[src/rtl/pc_sequencer_pkg.sv]
// pc_sequencer_pkg
//   Shared definitions for the instruction-fetch program counter and its
//   decoder: jump_op encodings, default address/offset widths and the
//   width helper for the return-address stack occupancy count.
package pc_sequencer_pkg;

    localparam int ADDR_W_DEF = 16;
    localparam int OFF_W_DEF  = 15;

    typedef enum logic [2:0] {
        OP_SEQ  = 3'b000,
        OP_JMP  = 3'b001,
        OP_BEQ  = 3'b010,
        OP_BNEQ = 3'b011,
        OP_CALL = 3'b100,
        OP_RET  = 3'b101
    } op_e;

    // Count must represent 0..depth inclusive, hence one bit above the pointer.
    function automatic int ras_cnt_w(input int depth);
        return $clog2(depth) + 1;
    endfunction

endpackage

[src/rtl/pc_sequencer_if.sv]
// pc_sequencer_if
//   Fetch-stage bus between the decoder/ALU side and the program counter.
//   jump_op   : operation select from the decoder
//   eq_flag   : ALU equality result for the current instruction
//   load_data : signed half-word offset, or absolute target in the low bits
//   addr_out  : current PC, driven by the sequencer to instruction memory
//   Modports: master = decoder side, slave = pc_sequencer.
interface pc_sequencer_if #(
    parameter int ADDR_W = 16,
    parameter int OFF_W  = 15
) ();
    logic [2:0]        jump_op;
    logic              eq_flag;
    logic [OFF_W-1:0]  load_data;
    logic [ADDR_W-1:0] addr_out;

    modport master (output jump_op, output eq_flag, output load_data, input addr_out);
    modport slave  (input jump_op, input eq_flag, input load_data, output addr_out);
endinterface

[src/rtl/pc_sequencer_ras_stack.sv]
// ras_stack
//   Circular return-address stack. A push into a full stack silently
//   overwrites the oldest entry; the count saturates at RAS_DEPTH.
//   clk, rst_n : clock, asynchronous active-low reset (empties the stack)
//   clr        : synchronous empty (roll-over), dominates push/pop
//   push, pop  : single-cycle requests; never asserted together
//   push_data  : address to push
//   top_data   : most recently pushed entry (valid when count != 0)
//   count      : number of valid entries
//   ovf        : push this cycle would overwrite the oldest entry
module ras_stack
    import pc_sequencer_pkg::*;
#(
    parameter int ADDR_W    = ADDR_W_DEF,
    parameter int RAS_DEPTH = 4
) (
    input  logic                            clk,
    input  logic                            rst_n,
    input  logic                            clr,
    input  logic                            push,
    input  logic                            pop,
    input  logic [ADDR_W-1:0]               push_data,
    output logic [ADDR_W-1:0]               top_data,
    output logic [ras_cnt_w(RAS_DEPTH)-1:0] count,
    output logic                            ovf
);
    localparam int PTR_W = $clog2(RAS_DEPTH);
    localparam int CNT_W = ras_cnt_w(RAS_DEPTH);

    // Points at the next slot to write; wraps naturally (depth is a power of two).
    logic [PTR_W-1:0]  wr_ptr;
    logic [ADDR_W-1:0] mem [RAS_DEPTH];
    logic              full;

    assign full     = (count == CNT_W'(RAS_DEPTH));
    assign ovf      = push && full;
    assign top_data = mem[wr_ptr - PTR_W'(1)];

    // NOTE: sequential state uses non-blocking assignments so every flop
    // samples pre-edge values regardless of block ordering.
    always_ff @(posedge clk or negedge rst_n) begin
        if (!rst_n) begin
            wr_ptr <= '0;
            count  <= '0;
        end else if (clr) begin
            wr_ptr <= '0;
            count  <= '0;
        end else if (push) begin
            wr_ptr <= wr_ptr + PTR_W'(1);
            if (!full) count <= count + CNT_W'(1);
        end else if (pop && count != '0) begin
            wr_ptr <= wr_ptr - PTR_W'(1);
            count  <= count - CNT_W'(1);
        end
    end

    // NOTE: the storage array has no reset; entries beyond count are never
    // read, so clearing them would only cost reset fan-out.
    always_ff @(posedge clk) begin
        if (push && !clr) mem[wr_ptr] <= push_data;
    end

endmodule

[src/rtl/pc_sequencer.sv]
// pc_sequencer
//   Fetch-stage program counter with hardware return-address stack.
//   Supports SEQ, JMP, BEQ, BNEQ, CALL, RET; stall holds everything,
//   roll_over returns to RESET_ADDR and empties the stack.
//   clk, rst_n    : clock, asynchronous active-low reset
//   stall         : hold PC and stack this cycle
//   roll_over     : force PC to RESET_ADDR, empty the stack
//   fetch         : decoder/ALU bus (jump_op, eq_flag, load_data in; addr_out out)
//   ras_count     : valid stack entries
//   ras_overflow  : pulse, a CALL overwrote the oldest stack entry
//   ras_underflow : pulse, RET issued with an empty stack
//   illegal_op    : pulse, reserved jump_op executed as SEQ
module pc_sequencer
    import pc_sequencer_pkg::*;
#(
    parameter int              ADDR_W     = ADDR_W_DEF,
    parameter int              OFF_W      = OFF_W_DEF,
    parameter int              ABS_W      = 12,
    parameter int              RAS_DEPTH  = 4,
    parameter logic [ADDR_W-1:0] RESET_ADDR = '0
) (
    input  logic                            clk,
    input  logic                            rst_n,
    input  logic                            stall,
    input  logic                            roll_over,
    pc_sequencer_if.slave                   fetch,
    output logic [ras_cnt_w(RAS_DEPTH)-1:0] ras_count,
    output logic                            ras_overflow,
    output logic                            ras_underflow,
    output logic                            illegal_op
);
    // Bits [ABS_W:0] are replaced by an absolute target; the rest come from the PC.
    localparam logic [ADDR_W-1:0] LOW_MASK = ADDR_W'((64'd1 << (ABS_W + 1)) - 64'd1);

    logic [ADDR_W-1:0] pc_q;
    logic [ADDR_W-1:0] seq_pc, abs_pc, rel_pc, rel_off, next_pc;
    logic [ADDR_W-1:0] abs_low, top_data;
    logic [OFF_W:0]    off_raw;
    logic              push_req, pop_req, unf_next, ill_next;
    logic              advance, stack_ovf;

    assign seq_pc  = pc_q + ADDR_W'(1);
    assign abs_low = ADDR_W'({fetch.load_data[ABS_W-1:0], 1'b0});
    assign abs_pc  = (pc_q & ~LOW_MASK) | abs_low;

    // Offset is in half-words and always sign-extended to the PC width.
    assign off_raw = {fetch.load_data, 1'b0};
    if (OFF_W + 1 >= ADDR_W) begin : g_off_trunc
        assign rel_off = off_raw[ADDR_W-1:0];
    end else begin : g_off_sext
        assign rel_off = ADDR_W'($signed(off_raw));
    end
    assign rel_pc = pc_q + rel_off;

    // NOTE: every output of this block gets a default first, so no path
    // through the case can leave a value held and infer a latch.
    always_comb begin
        next_pc  = seq_pc;
        push_req = 1'b0;
        pop_req  = 1'b0;
        unf_next = 1'b0;
        ill_next = 1'b0;
        case (fetch.jump_op)
            OP_SEQ:  next_pc = seq_pc;
            OP_JMP:  next_pc = abs_pc;
            OP_BEQ:  if (fetch.eq_flag)  next_pc = rel_pc;
            OP_BNEQ: if (!fetch.eq_flag) next_pc = rel_pc;
            OP_CALL: begin
                push_req = 1'b1;
                next_pc  = abs_pc;
            end
            OP_RET: begin
                if (ras_count == '0) begin
                    unf_next = 1'b1;
                end else begin
                    pop_req = 1'b1;
                    next_pc = top_data;
                end
            end
            default: ill_next = 1'b1;
        endcase
    end

    // roll_over outranks stall; either one blocks the stack from moving.
    assign advance = !roll_over && !stall;

    ras_stack #(
        .ADDR_W    (ADDR_W),
        .RAS_DEPTH (RAS_DEPTH)
    ) u_ras (
        .clk       (clk),
        .rst_n     (rst_n),
        .clr       (roll_over),
        .push      (push_req && advance),
        .pop       (pop_req && advance),
        .push_data (seq_pc),
        .top_data  (top_data),
        .count     (ras_count),
        .ovf       (stack_ovf)
    );

    always_ff @(posedge clk or negedge rst_n) begin
        if (!rst_n) begin
            pc_q          <= RESET_ADDR;
            ras_overflow  <= 1'b0;
            ras_underflow <= 1'b0;
            illegal_op    <= 1'b0;
        end else if (roll_over) begin
            pc_q          <= RESET_ADDR;
            ras_overflow  <= 1'b0;
            ras_underflow <= 1'b0;
            illegal_op    <= 1'b0;
        end else if (stall) begin
            ras_overflow  <= 1'b0;
            ras_underflow <= 1'b0;
            illegal_op    <= 1'b0;
        end else begin
            pc_q          <= next_pc;
            ras_overflow  <= stack_ovf;
            ras_underflow <= unf_next;
            illegal_op    <= ill_next;
        end
    end

    assign fetch.addr_out = pc_q;

endmodule

[src/flat_wrapper.sv]
// flat-port wrapper written by rule: the top's interface ports become plain ports
module pc_sequencer_flat import pc_sequencer_pkg::*;
#(
    parameter int              ADDR_W     = ADDR_W_DEF,
    parameter int              OFF_W      = OFF_W_DEF,
    parameter int              ABS_W      = 12,
    parameter int              RAS_DEPTH  = 4,
    parameter logic [ADDR_W-1:0] RESET_ADDR = '0
)
  (clk, rst_n, stall, roll_over, ras_count, ras_overflow, ras_underflow, illegal_op, fetch_jump_op, fetch_eq_flag, fetch_load_data, fetch_addr_out);
  pc_sequencer_if #(.ADDR_W(ADDR_W), .OFF_W(OFF_W)) fetch_i ();
  input  logic clk;
  input  logic rst_n;
  input  logic stall;
  input  logic roll_over;
  output logic [ras_cnt_w(RAS_DEPTH)-1:0] ras_count;
  output logic ras_overflow;
  output logic ras_underflow;
  output logic illegal_op;
  input wire logic [$bits(fetch_i.jump_op)-1:0] fetch_jump_op;
  input wire logic [$bits(fetch_i.eq_flag)-1:0] fetch_eq_flag;
  input wire logic [$bits(fetch_i.load_data)-1:0] fetch_load_data;
  output wire logic [$bits(fetch_i.addr_out)-1:0] fetch_addr_out;
  assign fetch_i.jump_op = fetch_jump_op;
  assign fetch_i.eq_flag = fetch_eq_flag;
  assign fetch_i.load_data = fetch_load_data;
  assign fetch_addr_out = fetch_i.addr_out;
  pc_sequencer #(.ADDR_W(ADDR_W), .OFF_W(OFF_W), .ABS_W(ABS_W), .RAS_DEPTH(RAS_DEPTH), .RESET_ADDR(RESET_ADDR)) u_core (.clk(clk), .rst_n(rst_n), .stall(stall), .roll_over(roll_over), .fetch(fetch_i), .ras_count(ras_count), .ras_overflow(ras_overflow), .ras_underflow(ras_underflow), .illegal_op(illegal_op));
endmodule
[config.mk]
export PLATFORM = sky130hd
export DESIGN_NAME = pc_sequencer_flat
export DESIGN_NICKNAME = d
export VERILOG_FILES = /design/src/rtl/pc_sequencer_pkg.sv /design/src/rtl/pc_sequencer_if.sv /design/src/rtl/pc_sequencer_ras_stack.sv /design/src/rtl/pc_sequencer.sv /design/src/flat_wrapper.sv
export SDC_FILE = /design/constraint.sdc
export NUM_CORES = 1
export LEC_CHECK = 0
export ABC_AREA = 1
export BUFFER_PORTS_ARGS = -buffer_cell sky130_fd_sc_hd__buf_4
export CORE_AREA = 2 2 115 117
export DETAILED_ROUTE_END_ITERATION = 12
export DIE_AREA = 0 0 117 119
export GPL_TIMING_DRIVEN = 0
export SLEW_MARGIN = 25
export SYNTH_ARGS = -nofsm -noshare
export SYNTH_HDL_FRONTEND = slang
export SYNTH_SLANG_ARGS = --single-unit
[constraint.sdc]
create_clock -name clk -period 2.8 [get_ports clk]
set_input_delay 0.84 -clock clk [delete_from_list [all_inputs] [get_ports clk]]
set_output_delay 0.84 -clock clk [all_outputs]
set_load 0.02 [all_outputs]
==> results of run 1 <==
## worst paths after layout
path                                              from                        end  slack [ps]
worst max-delay path            u_core.u_ras.wr_ptr[0]   u_core.fetch.addr_out[5]         180
worst min-delay path                             rst_n          u_core.illegal_op         400
max in group asynchronous                        rst_n  u_core.fetch.addr_out[10]        2140
worst max register to register  u_core.u_ras.wr_ptr[0]   u_core.fetch.addr_out[5]         180
min in group clk                 u_core.u_ras.count[1]        u_core.ras_overflow         540
worst min register to register   u_core.u_ras.count[1]        u_core.ras_overflow         540
## cell type report
class | count | area [µm²] | area share [%]
Clock inverter | 5 | 48.8 | 0.787
Tap cell | 176 | 220 | 3.55
Clock buffer | 11 | 233 | 3.75
Inverter | 79 | 297 | 4.78
Buffer | 15 | 85.1 | 1.37
Timing Repair Buffer | 48 | 383 | 6.17
Multi-Input combinational cell | 465 | 2410 | 38.9
Sequential cell | 88 | 2520 | 40.7
## where the power goes
group / internal [W] / switching [W]
clock: 0.000684 / 0.000461
combinational: 0.000329 / 0.000635
sequential: 0.00146 / 0.0000622
## flip-flops by register name, indices dropped and copies added, names as in the netlist
signal and count:
u_core.u_ras.count 3, u_core.fetch.addr_out 16, u_core.ras_underflow 1, u_core.u_ras.mem 64
u_core.u_ras.wr_ptr 2, u_core.illegal_op 1, u_core.ras_overflow 1
## metal layers
metal  vias up  track usage (%)  wire (µm)
met5         -                0          0
met4         0             10.3        471
met3        31             2.04        449
met2        91             34.8       6820
met1      2058             27.9       6510
li1       2269                -          -
## stage by stage
stage / area [µm²] / hold WS (ps) / setup slack [ps] / power, W / util [%]
after floorplan: 5300 / 501 / 365 / 0.00218 / -
after global placement: 5850 / 519 / -526 / 0.00248 / 45.5
after detailed placement: 5920 / 529 / 101 / 0.00250 / 46.0
after CTS: 6200 / 403 / 80.5 / 0.00365 / 48.1
after global routing: 6200 / 423 / 24.3 / 0.00381 / 48.2
final: 6200 / 399 / 181 / 0.00363 / 48.2
## cell usage in the layout (no fill, tap or decap), types with 5 or more instances in the layout
| cell | instances |
|---|---|
| nor2_2 | 7 |
| a21oi_1 | 19 |
| nand2_1 | 204 |
| edfxtp_1 | 64 |
| xor2_1 | 8 |
| inv_2 | 7 |
| nor2_1 | 50 |
| buf_2 | 8 |
| nand4_1 | 10 |
| nand3_1 | 57 |
| o22ai_1 | 9 |
| ha_1 | 19 |
| o21ai_0 | 34 |
| clkbuf_16 | 9 |
| nor3_1 | 6 |
| inv_1 | 72 |
| buf_4 | 45 |
| dfrtp_1 | 24 |
| clkbuf_1 | 5 |
## cell families after synthesis
logic type      count (synthesis)  share of synthesized area (%)
compound gates                 76                           8.23
buf+inv                        94                           7.10
simple gates                  360                           30.5
fa+ha+maj                      21                           5.24
flops                          88                           47.6
xor+xnor                        8                           1.32
## critical path, cell delays in order (launching register included)
cell and delay [ps]:
dfrtp_1 380, buf_2 210, inv_2 110, clkbuf_4 230
ha_1 300, buf_2 230, clkbuf_1 420, o21ai_0 170
o22ai_1 190, nand2_1 120, nand4_1 100, nand2_1 50
nand2_1 50
==> metrics.md, run 1 <==
| Metric | Value |
|---|---|
| Result of the run | `completed` |
| Sum of negative setup slack | `0 ps` |
| Placeable core region | `12900 µm²` |
| Cells resized by post-CTS repair | `0` |
| Power per unit of standard cell area | `585 nW/µm²` |
| Headroom to the max-slew limit | `66.8%` |
| Total number of nets in the final design | `750` |
| Average instance area after synthesis | `8.20 µm²` |
| Worst setup skew after layout | `6.53 ps` |
| Net Count, Synth | `691` |
| Post-CTS clock slew at the launch and capture registers of the worst setup and hold paths | `60 ps` |
| Syn Inst Count | `647` |
| Cell count after placement | `871` |
| Unrepaired setup endpoints after global routing | `false` |
| Fraction of final layout cells sized beyond drive strength 1 | `15.5%` |
| Via count of the first global-routing pass | `4248` |
| Buffers on Ports | `44` |
| Drt via density | `5.02` |
| Cell types with the highest counts after synthesis | `nand2_1, inv_1, edfxtp_1` |
| Most area-consuming cells after synthesis | `edfxtp_1, nand2_1, dfrtp_1` |
| Routability congestion estimate from global placement | `0.840` |
| Number of distinct library cells after synthesis | `39` |
| Type of destination of the critical path | `flop` |
| WP data required | `3080 ps` |
| Register bit count reported by yosys | `88` |
| Minimum period implied by the final worst setup slack | `2620 ps` |
| Clock root cell | `clkbuf_16` |
| Initial DRT Pass Iterations | `4` |
| Leading area contributor after synthesis | `edfxtp_1` |
| Number of flops mapped to enable cells by yosys | `64` |
| Slew at the pin closest to its max-slew limit | `498 ps` |
| Peak Freq | `0.382 GHz` |
| Fraction of the yosys area taken by sequential cells | `47.6%` |
| WS Path Type | `reg -> reg` |
| Async set or reset register ratio after synthesis | `27.3%` |
| Most common flop cell mapped by yosys | `edfxtp_1` |
| Maximum resistive drop on vdd | `0.341 mV` |
| Sum of overflow across all layers after global routing | `0` |
| Count of H-tree levels built during CTS | `3` |
| Number of buffers inserted during clock tree synthesis | `9` |
| Die span in y | `119 µm` |
| Maximum number of pins on one net before global-route repair | `25` |
| CTS Hold Bufs | `0` |
| Final hold vios | `0` |
| Final setup violation count | `0` |
| Fraction of synthesized cell area taken by the top area cell type | `36.2%` |
| Period utilization | `93.5%` |
| I/O pin count | `45` |
| Peak fanout along the critical path | `11` |
| Leakage power of the design | `2.85 nW` |
| Ys Warns | `0` |
| Number of vias in the routed layout | `4449` |
| Global router's overall resource usage | `21.2%` |
| Initial Util | `41.2%` |
| Horizontal die dimension | `117 µm` |
| Clock latency on the worst-skew pair | `340 ps` |
| CP startpoint kind | `flop` |
| Global-route wire length before repair | `22000 µm` |
| Max-cap violations | `0` |
| Path depth of the worst reg2reg path | `12` |
| Number of pins exceeding their max-slew limit in the final report | `0` |
| Area growth from synthesis to layout | `17.0%` |
| Antenna-violating nets left | `0` |
| Dominant cell by count in the synthesized netlist | `nand2_1` |
| Clock Tree Buf Depth | `2` |
| CTS Sinks | `88` |
| Layout fillers | `1251` |
| Setup Fix Bufs, Post-CTS | `0` |
| Arrival time of data at the critical path endpoint | `2900 ps` |
| Diode insertion count for antenna repair | `0` |
| Class of the worst hold path | `in -> async` |
| Number of antenna violations at the first check in global routing | `0` |
| Cell area after synthesis | `5300 µm²` |
| DRC errors left | `0` |
| WL per Instance | `16.1 µm` |
| Die area | `13900 µm²` |
| CTS tree | `built` |
| Half-perimeter wire length of the detailed placement result | `11200 µm` |
| Final std cells w/o fill | `887` |
| Iter 0 DRT Violations | `358` |
| Site row count | `42` |
| Total detailed-routing wirelength | `14300 µm` |
Power figures use the tool's default switching activity.
==> run 2, diff against run 1 <==
--- a/config.mk
+++ b/config.mk
@@ -7,11 +7,12 @@
 export LEC_CHECK = 0
 export ABC_AREA = 1
 export BUFFER_PORTS_ARGS = -buffer_cell sky130_fd_sc_hd__buf_4
-export CORE_AREA = 2 2 115 117
+export CORE_AREA = 2 2 114 116
 export DETAILED_ROUTE_END_ITERATION = 12
-export DIE_AREA = 0 0 117 119
+export DIE_AREA = 0 0 116 118
 export GPL_TIMING_DRIVEN = 0
 export SLEW_MARGIN = 25
 export SYNTH_ARGS = -nofsm -noshare
 export SYNTH_HDL_FRONTEND = slang
+export SYNTH_HIERARCHICAL = 1
 export SYNTH_SLANG_ARGS = --single-unit
==> run 2 against run 1 <==
  * Synthesized cell count fell by 1.5%
  * Critical path depth is 2 higher
  * Register-to-register slack better by 70 ps
  * Power grew 4.0%
  * Die area decreased by 1.7%
  * Maximum frequency grew 2.8%
  * Critical endpoint is now u_core/fetch.addr_out[5]
  * Largest power group unchanged
==> metrics.md, run 2 <==
| Metric | Value |
|---|---|
| Max-cap violations | `0` |
| Count of H-tree levels built during CTS | `3` |
| Critical Path Most Common Cell | `nand2_1` |
| Peak Freq | `0.392 GHz` |
| Maximum number of pins on one net before global-route repair | `25` |
| Number of flops mapped to enable cells by yosys | `64` |
| Most area-consuming cells after synthesis | `edfxtp_1, nand2_1, dfrtp_1` |
| Leakage power of the design | `2.76 nW` |
| Via count of the first global-routing pass | `4382` |
| Area growth from synthesis to layout | `18.9%` |
| Routability congestion estimate from global placement | `0.945` |
| Syn Inst Count | `637` |
| WP data required | `3060 ps` |
| Register bit count reported by yosys | `88` |
| I/O pin count | `45` |
| Clock latency on the worst-skew pair | `340 ps` |
| Leading cell type in the layout, fill and taps excluded | `nand2_1` |
| Post-CTS clock slew at the launch and capture registers of the worst setup and hold paths | `70 ps` |
| Global router's overall resource usage | `21.7%` |
| Commonest cells after routing, fill and taps aside | `nand2_1, inv_1, nor2_1` |
| Drt via density | `5.09` |
| Last element of the critical path | `u_core/fetch.addr_out[5]` |
| Async set or reset register ratio after synthesis | `27.3%` |
| Slew at the pin closest to its max-slew limit | `725 ps` |
| Final std cells w/o fill | `876` |
| Flip-flop count of the largest register after layout | `64` |
| Fraction of synthesized cell area taken by the top area cell type | `36.6%` |
| Cell types with the highest counts after synthesis | `nand2_1, nor2_1, inv_1` |
| Cell count after placement | `853` |
| Endpoint of the worst register-to-register path | `u_core/fetch.addr_out[5]` |
| Worst setup skew after layout | `10.1 ps` |
| Half-perimeter wire length of the detailed placement result | `10700 µm` |
| Fraction of the yosys area taken by sequential cells | `48.0%` |
| Number of antenna violations at the first check in global routing | `0` |
| Startpoint of the worst register-to-register path | `u_core/u_ras/wr_ptr[0]` |
| Minimum period implied by the final worst setup slack | `2550 ps` |
| Period utilization | `91.0%` |
| Number of buffers inserted during clock tree synthesis | `9` |
| Power per unit of standard cell area | `604 nW/µm²` |
| Number of distinct library cells after synthesis | `40` |
| WL met2 | `7070 µm` |
| Site row count | `41` |
| Launching element of the worst setup path | `u_core/u_ras/wr_ptr[0]` |
| CP startpoint kind | `flop` |
| Buffers on Ports | `44` |
| Number of vias in the routed layout | `4460` |
| Class of the worst hold path | `in -> async` |
| Final hold vios | `0` |
| Number of pins exceeding their max-slew limit in the final report | `0` |
| Ys Warns | `6` |
| Result of the run | `completed` |
| Leading area contributor after synthesis | `edfxtp_1` |
| Path depth of the worst reg2reg path | `14` |
| Fraction of final layout cells sized beyond drive strength 1 | `17.3%` |
| WS Path Type | `reg -> reg` |
| Cell area after synthesis | `5260 µm²` |
| Chain of cells forming the critical path | `inv_2 > buf_2 > ha_1 > buf_4 > clkinv_2 > buf_2 > o21ai_1 > o22ai_1 > nand2_1 > nand2_1 > inv_1 > o211ai_1 > nand2_1 > o21ai_0` |
| Total number of nets in the final design | `743` |
| Most common flop cell mapped by yosys | `edfxtp_1` |
| Net Count, Synth | `681` |
| Placeable core region | `12400 µm²` |
| Arrival time of data at the critical path endpoint | `2800 ps` |
| Die area | `13700 µm²` |
| Unrepaired setup endpoints after global routing | `false` |
| Clock root cell | `clkbuf_16` |
| Final setup violation count | `0` |
| Iter 0 DRT Violations | `311` |
| Setup slack of the worst register-to-register path | `250 ps` |
| Type of destination of the critical path | `flop` |
| Die span in y | `118 µm` |
| CTS Hold Bufs | `0` |
| Clock Tree Buf Depth | `2` |
| Total detailed-routing wirelength | `14400 µm` |
| Largest incremental delay on the critical path | `490 ps` |
| Maximum resistive drop on vdd | `0.280 mV` |
| Initial DRT Pass Iterations | `5` |
| Post-layout total power | `0.00378 W` |
| DRC errors left | `0` |
| CTS Sinks | `88` |
| Peak fanout along the critical path | `11` |
| Antenna-violating nets left | `0` |
| Top layer in use | `met4` |
| WL per Instance | `16.4 µm` |
| Layout fillers | `1221` |
| Headroom to the max-slew limit | `51.5%` |
| Initial Util | `42.3%` |
| Total length of routed met3 wires | `575 µm` |
| Diode insertion count for antenna repair | `0` |
| Dominant cell by count in the synthesized netlist | `nand2_1` |
| Horizontal die dimension | `116 µm` |
| Average instance area after synthesis | `8.25 µm²` |
| Global-route wire length before repair | `22600 µm` |
| CTS tree | `built` |
| WL met1 | `6440 µm` |
| Top reg by flops | `u_core/u_ras/mem` |
| Sum of overflow across all layers after global routing | `0` |
| Slowest-stage cell, CP | `dfrtp_1` |
-- run 2: cell types whose count changed after synthesis, moves of 3 or more --
cell,change
nand3_1,-18
nor2_1,+16
nand2_1,-14
o21ai_1,+13
o21ai_0,-7
o22ai_1,+7
inv_1,-4
nand2_2,+4
nand2_4,-4
a21oi_1,-3
clkbuf_1,-3
nand4_1,-3
nor2_4,+3
-- run 2: kinds of logic (layout without fill, tap and decap cells) --
| group | count (synthesis) | after routing | synth area share, % |
|---|---|---|---|
| AO/OA/AOI/OAI | 84 | 84 | 9.02 |
| buffers and inverters | 92 | 159 | 7.43 |
| AND/OR/NAND/NOR | 341 | 341 | 28.2 |
| adder cells (fa/ha/maj) | 21 | 21 | 5.28 |
| XOR/XNOR | 11 | 11 | 2.12 |
| flip-flops | 88 | 88 | 48.0 |
-- run 2: worst min path at each step --
stage | start | end | depth (start not counted) | slack [ps]
floorplan | rst_n | u_core/fetch.addr_out[0] | 0 | 540
global placement | u_core/u_ras/count[1] | u_core/u_ras/count[1] | 2 | 560
detailed placement | u_core/u_ras/count[1] | u_core/u_ras/count[1] | 2 | 580
CTS | rst_n | u_core/illegal_op | 1 | 420
global route | rst_n | u_core/fetch.addr_out[9] | 1 | 430
finish | rst_n | u_core/fetch.addr_out[12] | 1 | 420
-- run 2: critical path: cells and delay by family (launching register included) --
family,cells,cell delay [ps]
AO/OA/AOI/OAI,4,450
adder cells (fa/ha/maj),1,290
buffers and inverters,6,990
flip-flops,1,490
AND/OR/NAND/NOR,3,240
-- run 2: power by group --
| part | total (W) | switching (W) | internal (W) |
|---|---|---|---|
| registers | 0.00153 | 0.0000687 | 0.00146 |
| logic | 0.00102 | 0.000661 | 0.000359 |
| clock network | 0.00123 | 0.000531 | 0.000700 |
-- run 2: final cells by class --
cell class              count  area [µm²]  area share (%)
well taps                 172         215            3.44
clock inverters             7        76.3            1.22
multi-input cells         457        2390            38.2
plain buffers              14        96.3            1.54
flip-flops and latches     88        2520            40.4
clock buffers               9         225            3.60
inverters                  78         294            4.70
repair buffers             51         433            6.93
-- run 2: timing repair --
item / 4_1_cts / 5_1_grt
pin swaps: 4 / 0
gates resized for setup: 4 / 1
cloned: 0 / 0
setup buffers: 7 / 0
setup endpoints to repair: 64 / 65
-- run 2: metrics by stage --
stage	util, %	hold WS (ps)	area (µm²)	TNS [ps]	setup slack (ps)
2_1_floorplan	-	544	5270	0	171
4_1_cts	50.3	420	6240	0	116
5_1_grt	50.4	434	6250	0	120
3_5_place_dp	46.9	581	5820	-43900	-705
6_report	50.4	418	6250	0	251
3_3_place_gp	46.9	564	5820	-41450	-661
-- run 2: per-layer routing --
layer | vias to the layer above | GRT usage (%)
met1 | 2106 | 29.3
met4 | 0 | 7.66
met2 | 116 | 36.3
li1 | 2216 | -
met3 | 22 | 1.85
met5 | - | 0
